===== src/rtl/cpu_if_fetch.sv =====
// Instruction fetch stage: owns the PC, runs the req/ack handshake to instruction
// memory and presents a registered instruction/PC pair to decode.
module cpu_if_fetch #(
  parameter logic [31:0] RESET_PC = 32'h0000_0000,
  parameter logic [31:0] NOP      = 32'h0000_0000
) (
  input  logic        clk,
  input  logic        rst,
  input  logic        cpu_stall,
  input  logic        c_stall,
  input  logic        ex_redirect,
  input  logic [31:0] ex_target,
  output logic        imem_req,
  output logic [31:0] imem_addr,
  input  logic        imem_ack,
  input  logic [31:0] imem_rdata,
  output logic [31:0] p_inst,
  output logic [31:0] p_pc,
  output logic        fetch_busy
);

  typedef enum logic [1:0] {
    S_FETCH = 2'd0,
    S_HOLD  = 2'd1,
    S_FLUSH = 2'd2
  } state_e;

  state_e      state_q, state_d;
  logic [31:0] pc_q, pc_d;
  logic [31:0] p_inst_q, p_inst_d;
  logic [31:0] p_pc_q, p_pc_d;
  logic [31:0] buf_q, buf_d;
  logic [31:0] buf_pc_q, buf_pc_d;
  logic [31:0] flush_addr_q, flush_addr_d;

  logic advance;
  logic redirect;

  assign advance  = !cpu_stall && !c_stall;
  assign redirect = ex_redirect && !cpu_stall;

  // NOTE: every flop here is reset explicitly; the single-entry hold buffer is a
  // register, not a memory array, so it costs nothing to give it a known value.
  // NOTE: sequential state uses non-blocking assignments so all registers see
  // the pre-edge values of each other, independent of statement order.
  always_ff @(posedge clk or posedge rst) begin
    if (rst) begin
      state_q      <= S_FETCH;
      pc_q         <= RESET_PC;
      p_inst_q     <= NOP;
      p_pc_q       <= 32'h0000_0000;
      buf_q        <= 32'h0000_0000;
      buf_pc_q     <= 32'h0000_0000;
      flush_addr_q <= 32'h0000_0000;
    end else begin
      state_q      <= state_d;
      pc_q         <= pc_d;
      p_inst_q     <= p_inst_d;
      p_pc_q       <= p_pc_d;
      buf_q        <= buf_d;
      buf_pc_q     <= buf_pc_d;
      flush_addr_q <= flush_addr_d;
    end
  end

  // NOTE: every signal written below gets its hold value first, so no path
  // through the case statement can leave one unassigned and infer a latch.
  always_comb begin
    state_d      = state_q;
    pc_d         = pc_q;
    p_inst_d     = p_inst_q;
    p_pc_d       = p_pc_q;
    buf_d        = buf_q;
    buf_pc_d     = buf_pc_q;
    flush_addr_d = flush_addr_q;

    unique case (state_q)
      S_FETCH: begin
        if (redirect) begin
          pc_d = ex_target;
          if (!c_stall) p_inst_d = NOP;
          // An outstanding wrong-path request must still be completed.
          if (!imem_ack) begin
            state_d      = S_FLUSH;
            flush_addr_d = pc_q;
          end
        end else if (imem_ack) begin
          pc_d = pc_q + 32'd4;
          if (advance) begin
            p_inst_d = imem_rdata;
            p_pc_d   = pc_q;
          end else begin
            buf_d    = imem_rdata;
            buf_pc_d = pc_q;
            state_d  = S_HOLD;
          end
        end else if (advance) begin
          p_inst_d = NOP;
          p_pc_d   = pc_q;
        end
      end

      S_HOLD: begin
        if (redirect) begin
          pc_d    = ex_target;
          state_d = S_FETCH;
          if (!c_stall) p_inst_d = NOP;
        end else if (advance) begin
          p_inst_d = buf_q;
          p_pc_d   = buf_pc_q;
          state_d  = S_FETCH;
        end
      end

      S_FLUSH: begin
        if (redirect) pc_d = ex_target;
        if (advance) p_inst_d = NOP;
        // The discarded ack closes the handshake even during a global freeze.
        if (imem_ack) state_d = S_FETCH;
      end

      default: state_d = S_FETCH;
    endcase
  end

  assign imem_req   = !rst && (state_q != S_HOLD);
  assign imem_addr  = (state_q == S_FLUSH) ? flush_addr_q : pc_q;
  assign p_inst     = p_inst_q;
  assign p_pc       = p_pc_q;
  assign fetch_busy = (state_q != S_FETCH) || (imem_req && !imem_ack);

endmodule


===== config.mk =====
export PLATFORM = sky130hd
export DESIGN_NAME = cpu_if_fetch
export DESIGN_NICKNAME = d
export VERILOG_FILES = /design/src/rtl/cpu_if_fetch.sv
export SDC_FILE = /design/constraint.sdc
export NUM_CORES = 1
export LEC_CHECK = 0
export BUFFER_PORTS_ARGS = -buffer_cell sky130_fd_sc_hd__buf_2
export CORE_MARGIN = 2
export CORE_UTILIZATION = 50
export DETAILED_ROUTE_END_ITERATION = 7
export PLACE_DENSITY = 0.76
export SLEW_MARGIN = 5
export SYNTH_ARGS = -nofsm -noshare
export SYNTH_HDL_FRONTEND = slang
export SYNTH_SLANG_ARGS = --single-unit

===== constraint.sdc =====
create_clock -name clk -period 8 [get_ports clk]
set_input_delay 1.2 -clock clk [delete_from_list [all_inputs] [get_ports clk]]
set_output_delay 1.2 -clock clk [all_outputs]
set_load 0.005 [all_outputs]

## Word level (Yosys, flattened, before mapping)

Cells that the tools add are included.

- Flip-flop bits (word level): 194
- Bits in latches: 0
- Bits in writable memories: 0
- Memory bits (read-only): 0
- Input bits: 70
- Output and inout bits: 98
- Word-level logic and storage cells: 72
- Memories: 0

- Add/sub/neg operators: 1
- $mul: 0
- Divide/modulo/power cells: 0
- Order comparisons: 0
- Equality and inequality tests: 14
- Shift operators: 0
- Muxes and demuxes: 26
- Bitwise gates (word level): 3
- Reductions and logical operators: 21

Operators by type and width:

| cell | number |
|---|---|
| 32-bit 2-to-1 mux | 15 |
| 32-bit one-hot mux with 2 select lines | 2 |
| 32-bit one-hot mux with 3 select lines | 1 |
| 32-bit by 3-bit adder with 32-bit output (second input constant) | 1 |
| 2-bit 2-to-1 mux | 7 |
| 3-bit != test (second input constant) | 4 |
| 2-bit != test (second input constant) | 5 |
| 5-bit AND reduction | 2 |
| 3-bit AND reduction | 3 |
| 2-bit one-hot mux with 3 select lines | 1 |
| 2-bit nonzero test | 3 |
| 1-bit logical AND | 4 |
| 1-bit logical NOT | 4 |
| 2-bit by 1-bit != test with 1-bit output (second input constant) | 2 |
| 4-bit != test (second input constant) | 1 |
| 4-bit AND reduction | 1 |
| 1-bit inverter | 3 |
| 3-bit nonzero test | 1 |
| 2-bit by 1-bit equality test with 1-bit output (second input constant) | 1 |
| 2-bit equality test (second input constant) | 1 |
| 2-bit logical NOT | 1 |
| 2-bit OR reduction | 1 |
| 1-bit logical OR | 1 |

## Depth between registers and ports, before layout

Gate-level depths: netlist (run 1).

- Depth after elaboration: 6
- Gate-level depth with buffers: 9
- Gate-level depth less buffers: 7

## Worst setup path after synthesis (run 1)

OpenSTA, ideal clock, no wires.

- Path kind: input to output
- Start: input port imem_ack
- End: output port fetch_busy
- Arrival time: 1667 ps
- Required time: 6800 ps
- Path slack: 5133 ps
- Stages: 2
- Buffers on the path: 1
- Cells stage by stage: clkbuf_1 o31ai_1

- Longest elaborated chain between the ends: 3

Ends and longest elaborated chain:

| item | line | source |
|---|---|---|
| start: declaration | 15 | `input logic imem_ack,` |
| 1-bit logical NOT | 130 | `assign fetch_busy = (state_q != S_FETCH) \|\| (imem_req && !imem_ack);` |
| 1-bit logical AND | 130 |  |
| 1-bit logical OR | 130 |  |
| end: declaration | 19 | `output logic fetch_busy` |

Every way passes these cells.

## Final worst setup path (run 1)

- Start: register state_q[0]
- End: output port imem_addr[30]

- Longest elaborated chain between the ends: 2

Ends and longest elaborated chain:

| item | line | source |
|---|---|---|
| start: declaration | 28 | `state_e state_q, state_d;` |
| start signal: assignment | 56 | `state_q <= state_d;` |
| 2-bit equality test | 127 | `assign imem_addr = (state_q == S_FLUSH) ? flush_addr_q : pc_q;` |
| 32-bit 2-to-1 mux | 127 |  |
| end: declaration | 14 | `output logic [31:0] imem_addr,` |

Every way passes these cells.

==> results.sh, run 1 <==
export IMPL_startpoint_type="flop"
export IMPL_synth_async_reset_ratio_pct=100
export IMPL_dieArea_um2=19700
export IMPL_cts_hold_buffers=0
export IMPL_hold_end="buf_pc_q[5]"
export IMPL_post_cts_buffers=0
export IMPL_rsz0062_at_grt="no"
export IMPL_min_path_type="flop to flop"
export IMPL_layout_min_cycle_time_ps=3600
export IMPL_vias_per_cell=5.84
export IMPL_required_ps=6800
export IMPL_dp_slack_ps=4270
export IMPL_root_buffer="clkbuf_16"
export IMPL_cts_path_max_buffers=2
export IMPL_p_per_area_nw_per_um2=414
export IMPL_worstSetupPathType="flop to output pin"
export IMPL_start_util_pct=51.3
export IMPL_final_cell_mix="dfrtp_1, buf_2, mux2_2"
export IMPL_max_freq_ghz=0.277
export IMPL_grt_max_degree=141
export IMPL_cts_resized=0
export IMPL_maxCapViolations=0
export IMPL_syn2layout_area_growth_pct=15.5
export IMPL_fp_dieW_um=140
export IMPL_layout_setup_ws_ps=4400
export IMPL_drtPass1Iterations=5
export IMPL_syn_instance_count=803
export IMPL_core_um2=18100
export IMPL_p_leak_nw=4.75
export IMPL_drive_gt1_share_pct=37.1
export IMPL_clock_skew_ps=8.07
export IMPL_max_slew_margin_pct=23.6
export IMPL_cts_sinks=194
export IMPL_ys_seq_area_share_pct=52.3
export IMPL_status="finished clean"
export IMPL_antenna_found_initial=2
export IMPL_num_vias=6819
export IMPL_ff2ff_setup_slack_ps=4680
export IMPL_final_common_cell="dfrtp_1"
export IMPL_cp_arrival_ps=2400
export IMPL_numCtsBuffers=17
export IMPL_wl_per_cell_um=18.7
export IMPL_r2r_end="p_inst[22]"
export IMPL_row_count=49
export IMPL_synth_edff_count=0
export IMPL_drv_slew=0
export IMPL_yosys_warnings=0
export IMPL_yosys_most_used_dff="dfrtp_1"
export IMPL_endpoint_kind="output pin"
export IMPL_totalWireLength_um=21800
export IMPL_hold_depth=2
export IMPL_finalHoldViolations=0
export IMPL_track_usage_pct=22.4
export IMPL_dpl_hpwl_um=14000
export IMPL_htreeDepth=4
export IMPL_ir_drop_v=0.000180
export IMPL_synthesis_area_per_instance_um2=11.6
export IMPL_tightest_slew_ps=1150
export IMPL_min_period_over_period_pct=45.0
export IMPL_grt_pass1_vias=6788
export IMPL_final_core_util_pct=59.3
export IMPL_drc_errors=0
export IMPL_cp_max_fo=35
export IMPL_reg2reg_depth=6
export IMPL_synth_nets=878
export IMPL_cts_tree="built"
export IMPL_dpl_cell_area_um2=10100
export IMPL_ant_nets=0
export IMPL_grt_pass1_wl_um=35100
export IMPL_num_io_pins=168
export IMPL_whs_ps=487
export IMPL_r2r_start="state_q[0]"
export IMPL_setup_viol=0
export IMPL_stdcell_area_um2=10700
export IMPL_overflow=0
export IMPL_synthesis_area_um2=9280
export IMPL_initialDrtViolationCount=509
export IMPL_hp_start="buf_pc_q[5]"
export IMPL_nets=999
export IMPL_portBuffers=167
export IMPL_place_congestion=0.840
export IMPL_yosysUniqueCellTypes=62
export IMPL_fin_setup_tns_ps=0
export IMPL_ys_ff_latch=194
export IMPL_die_y_um=140
export IMPL_insertion_delay_ps=430
export IMPL_clk_pin_slew_ps=70
[state kept, by name, summed over array words and instances, names as in the netlist]
signal,count
p_pc,32
buf_q,32
state_q,2
flush_addr_q,32
p_inst,32
buf_pc_q,32
pc_q,32
[cells by family after synthesis]
| logic type | Yosys count | share of synthesized area (%) |
|---|---|---|
| simple gates | 199 | 11.2 |
| flops | 194 | 52.3 |
| fa+ha+maj | 5 | 0.674 |
| buf+inv | 77 | 4.43 |
| mux | 156 | 18.5 |
| compound gates | 172 | 12.9 |
[cell type report]
cell class	instances	area, um2
diodes	2	5.00
clock buffers	19	453
clock inverters	13	164
fillers	1485	7370
inverters	7	33.8
multi-input cells	532	4050
flip-flops and latches	194	4850
well taps	229	287
repair buffers	172	873
[how the worst max path moves through the flow]
stage	from	end	slack, ps	cells past startpoint
5_1_grt	state_q[0]	imem_addr[30]	4290	4
4_1_cts	state_q[0]	imem_addr[30]	4380	4
3_5_place_dp	ex_redirect	p_inst[22]	4270	5
3_3_place_gp	ex_redirect	p_inst[27]	4360	5
6_report	state_q[0]	imem_addr[30]	4400	4
2_1_floorplan	rst	buf_pc_q[0]	1520	1
[stage by stage]
stage	cells	total power, mW
global placement	1134	3.49
floorplan	803	3.02
finish	1168	4.43
detailed placement	1134	3.56
CTS	1166	4.46
global route	1168	4.74
[cells in the mapped netlist, types with 6 or more instances]
cell,number,area (um2)
a2bb2oi_1,7,61.3
mux2_2,124,1400
and3_1,27,169
o21ai_0,17,85.1
inv_1,7,26.3
clkbuf_1,25,93.8
mux2i_1,32,320
nor3_1,13,65.1
a21oi_1,63,315
nand3_1,23,115
nand2_1,44,165
o22ai_1,12,75.1
buf_1,11,41.3
a311oi_1,6,52.6
buf_2,18,90.1
a221o_1,27,270
a22o_1,7,61.3
dfrtp_1,194,4850
nor2_1,54,203
nand4_1,6,37.5
nor2b_1,7,43.8
[layer usage]
layer	vias to the layer above	track usage, %	routed length [um]
met2	223	35.3	10300
met4	0	8.61	506
li1	3195	-	-
met5	-	0	0
met3	34	4.34	1190
met1	3367	31.1	9830
[where the power goes]
group / internal [mW] / switching [mW]
logic: 0.850 / 0.872
registers: 1.45 / 0.373
clock network: 0.490 / 0.395
total: 2.79 / 1.64
[critical path: stages (launching register included)]
cell     delay (ps)
dfrtp_1         440
inv_1           130
ha_2            810
mux2_2          460
buf_2           140
Note: power is estimated with default switching activity, not from simulation.
==> run 2: changes to the inputs <==
==> constraint.sdc (replaced) <==
create_clock -name clk -period 3.7 [get_ports clk]
set_input_delay 0.555 -clock clk [delete_from_list [all_inputs] [get_ports clk]]
set_output_delay 0.555 -clock clk [all_outputs]
set_load 0.005 [all_outputs]
==> run 2 against run 1 <==
Clock skew increased by 1.5 ps. Power is 110% higher. Sequential cell count stayed put. Largest power group unchanged. Design area about the same. Die area is the same.
==> results.sh, run 2 (same netlist as run 1, synthesis figures left out) <==
export IMPL_p_int_mw=5.94
export IMPL_finalHoldViolations=0
export IMPL_htreeDepth=4
export IMPL_die_y_um=140
export IMPL_fin_setup_tns_ps=0
export IMPL_portBuffers=167
export IMPL_core_um2=18100
export IMPL_cp_buffers_inverters=1
export IMPL_drv_slew=0
export IMPL_drtPass1Iterations=5
export IMPL_grt_pass1_wl_um=35100
export IMPL_max_slew_margin_pct=28.8
export IMPL_path_cells="inv_1, ha_1, nor2_4, and3_1, a221o_1"
export IMPL_worstSetupPathType="flop to flop"
export IMPL_pwr_share_clk_pct=19.1
export IMPL_min_path_type="primary input to asynchronous set/reset pin"
export IMPL_rsz0062_at_grt="no"
export IMPL_num_vias=6845
export IMPL_antenna_found_initial=2
export IMPL_p_sw_mw=3.55
export IMPL_insertion_delay_ps=430
export IMPL_final_cell_mix="dfrtp_1, buf_2, mux2_2"
export IMPL_drc_errors=0
export IMPL_whs_ps=267
export IMPL_dpl_hpwl_um=14700
export IMPL_overflow=0
export IMPL_grt_pass1_vias=6523
export IMPL_numCtsBuffers=17
export IMPL_place_congestion=0.867
export IMPL_final_common_cell="dfrtp_1"
export IMPL_cp_top_family="simple AND/OR/NAND/NOR gates"
export IMPL_tightest_slew_ps=1070
export IMPL_nets=1004
export IMPL_dieArea_um2=19700
export IMPL_startpoint_type="flop"
export IMPL_drive_gt1_share_pct=37.4
export IMPL_grt_max_degree=110
export IMPL_ff2ff_setup_slack_ps=670
export IMPL_fp_dieW_um=140
export IMPL_row_count=49
export IMPL_cpMaxStageDelayCell="and3_1"
export IMPL_cts_tree="built"
export IMPL_max_freq_ghz=0.330
export IMPL_post_cts_buffers=0
export IMPL_required_ps=4070
export IMPL_cp_arrival_ps=3400
export IMPL_cts_sinks=194
export IMPL_totalWireLength_um=22000
export IMPL_swShare_pct=37.4
export IMPL_min_period_over_period_pct=81.9
export IMPL_clk_pin_slew_ps=70
export IMPL_max_stage_delay_ps=990
export IMPL_initialDrtViolationCount=396
export IMPL_track_usage_pct=22.6
export IMPL_root_buffer="clkbuf_16"
export IMPL_cts_resized=0
export IMPL_num_io_pins=168
export IMPL_start_util_pct=51.3
export IMPL_p_per_area_nw_per_um2=885
export IMPL_cp_max_fo=51
export IMPL_p_seq_share_pct=41.8
export IMPL_vias_per_cell=5.84
export IMPL_layout_min_cycle_time_ps=3030
export IMPL_ant_nets=0
export IMPL_ir_drop_v=0.000568
export IMPL_status="finished clean"
export IMPL_setup_viol=0
export IMPL_cts_hold_buffers=0
export IMPL_cts_path_max_buffers=2
export IMPL_pwr_share_comb_pct=39.1
export IMPL_syn2layout_area_growth_pct=15.5
export IMPL_p_leak_nw=4.76
export IMPL_maxCapViolations=0
export IMPL_clock_skew_ps=9.57
export IMPL_wl_per_cell_um=18.8
export IMPL_endpoint_kind="flop"
[run 2: cell type report]
class / count / area [um2]
multi-input combinational: 532 / 4050
antenna: 2 / 5.00
inverter: 7 / 30.0
sequential: 194 / 4850
fill: 1497 / 7360
tap: 229 / 287
timing repair buffer: 177 / 923
clock inverter: 14 / 149
clock buffer: 17 / 425
[run 2: metal layers]
| layer | vias up | global-route usage [%] | part of all wire, % |
|---|---|---|---|
| met1 | 3412 | 31.2 | 46 |
| met5 | - | 0 | 0 |
| li1 | 3211 | - | - |
| met4 | 0 | 8.19 | 2.2 |
| met2 | 189 | 35.9 | 47 |
| met3 | 33 | 4.44 | 5.0 |
[run 2: through the flow]
step           instances  instance area (um2)  setup WS [ps]  power [mW]  util (%)
2_1_floorplan        803                 9290            641        6.54         -
3_3_place_gp        1139                10100            686        7.55      56.1
3_5_place_dp        1139                10100            653        7.70      56.1
4_1_cts             1170                10700            658        9.53      59.3
5_1_grt             1172                10700            486        10.1      59.3
6_report            1172                10700            670        9.49      59.3
[run 2: power groups by stage]
stage,logic (mW),registers [mW],clock network [mW]
after global routing,4.09,4.11,1.93
after detailed placement,3.72,3.99,0
after global placement,3.62,3.93,0
after floorplan,2.84,3.69,0
final,3.71,3.97,1.81
after CTS,3.74,3.96,1.84
[run 2: worst reg2reg max path, delay by kind of cell (launching register included)]
kind                     cells  cell delay (ps)
adder cells (fa/ha/maj)      1              360
buffers and inverters        1              110
AO/OA/AOI/OAI                1              290
AND/OR/NAND/NOR              2             1790
flip-flops                   1              420
[run 2: worst paths after layout]
path                               from           to  depth (start not counted)
min in group clk           ex_target[1]      pc_q[1]                          3
max reg2reg                  state_q[0]   p_inst[22]                          5
max in group asynchronous           rst    buf_q[25]                          3
max                          state_q[0]   p_inst[22]                          5
min                                 rst     p_pc[30]                          3
min reg2reg                 buf_pc_q[5]  buf_pc_q[5]                          2
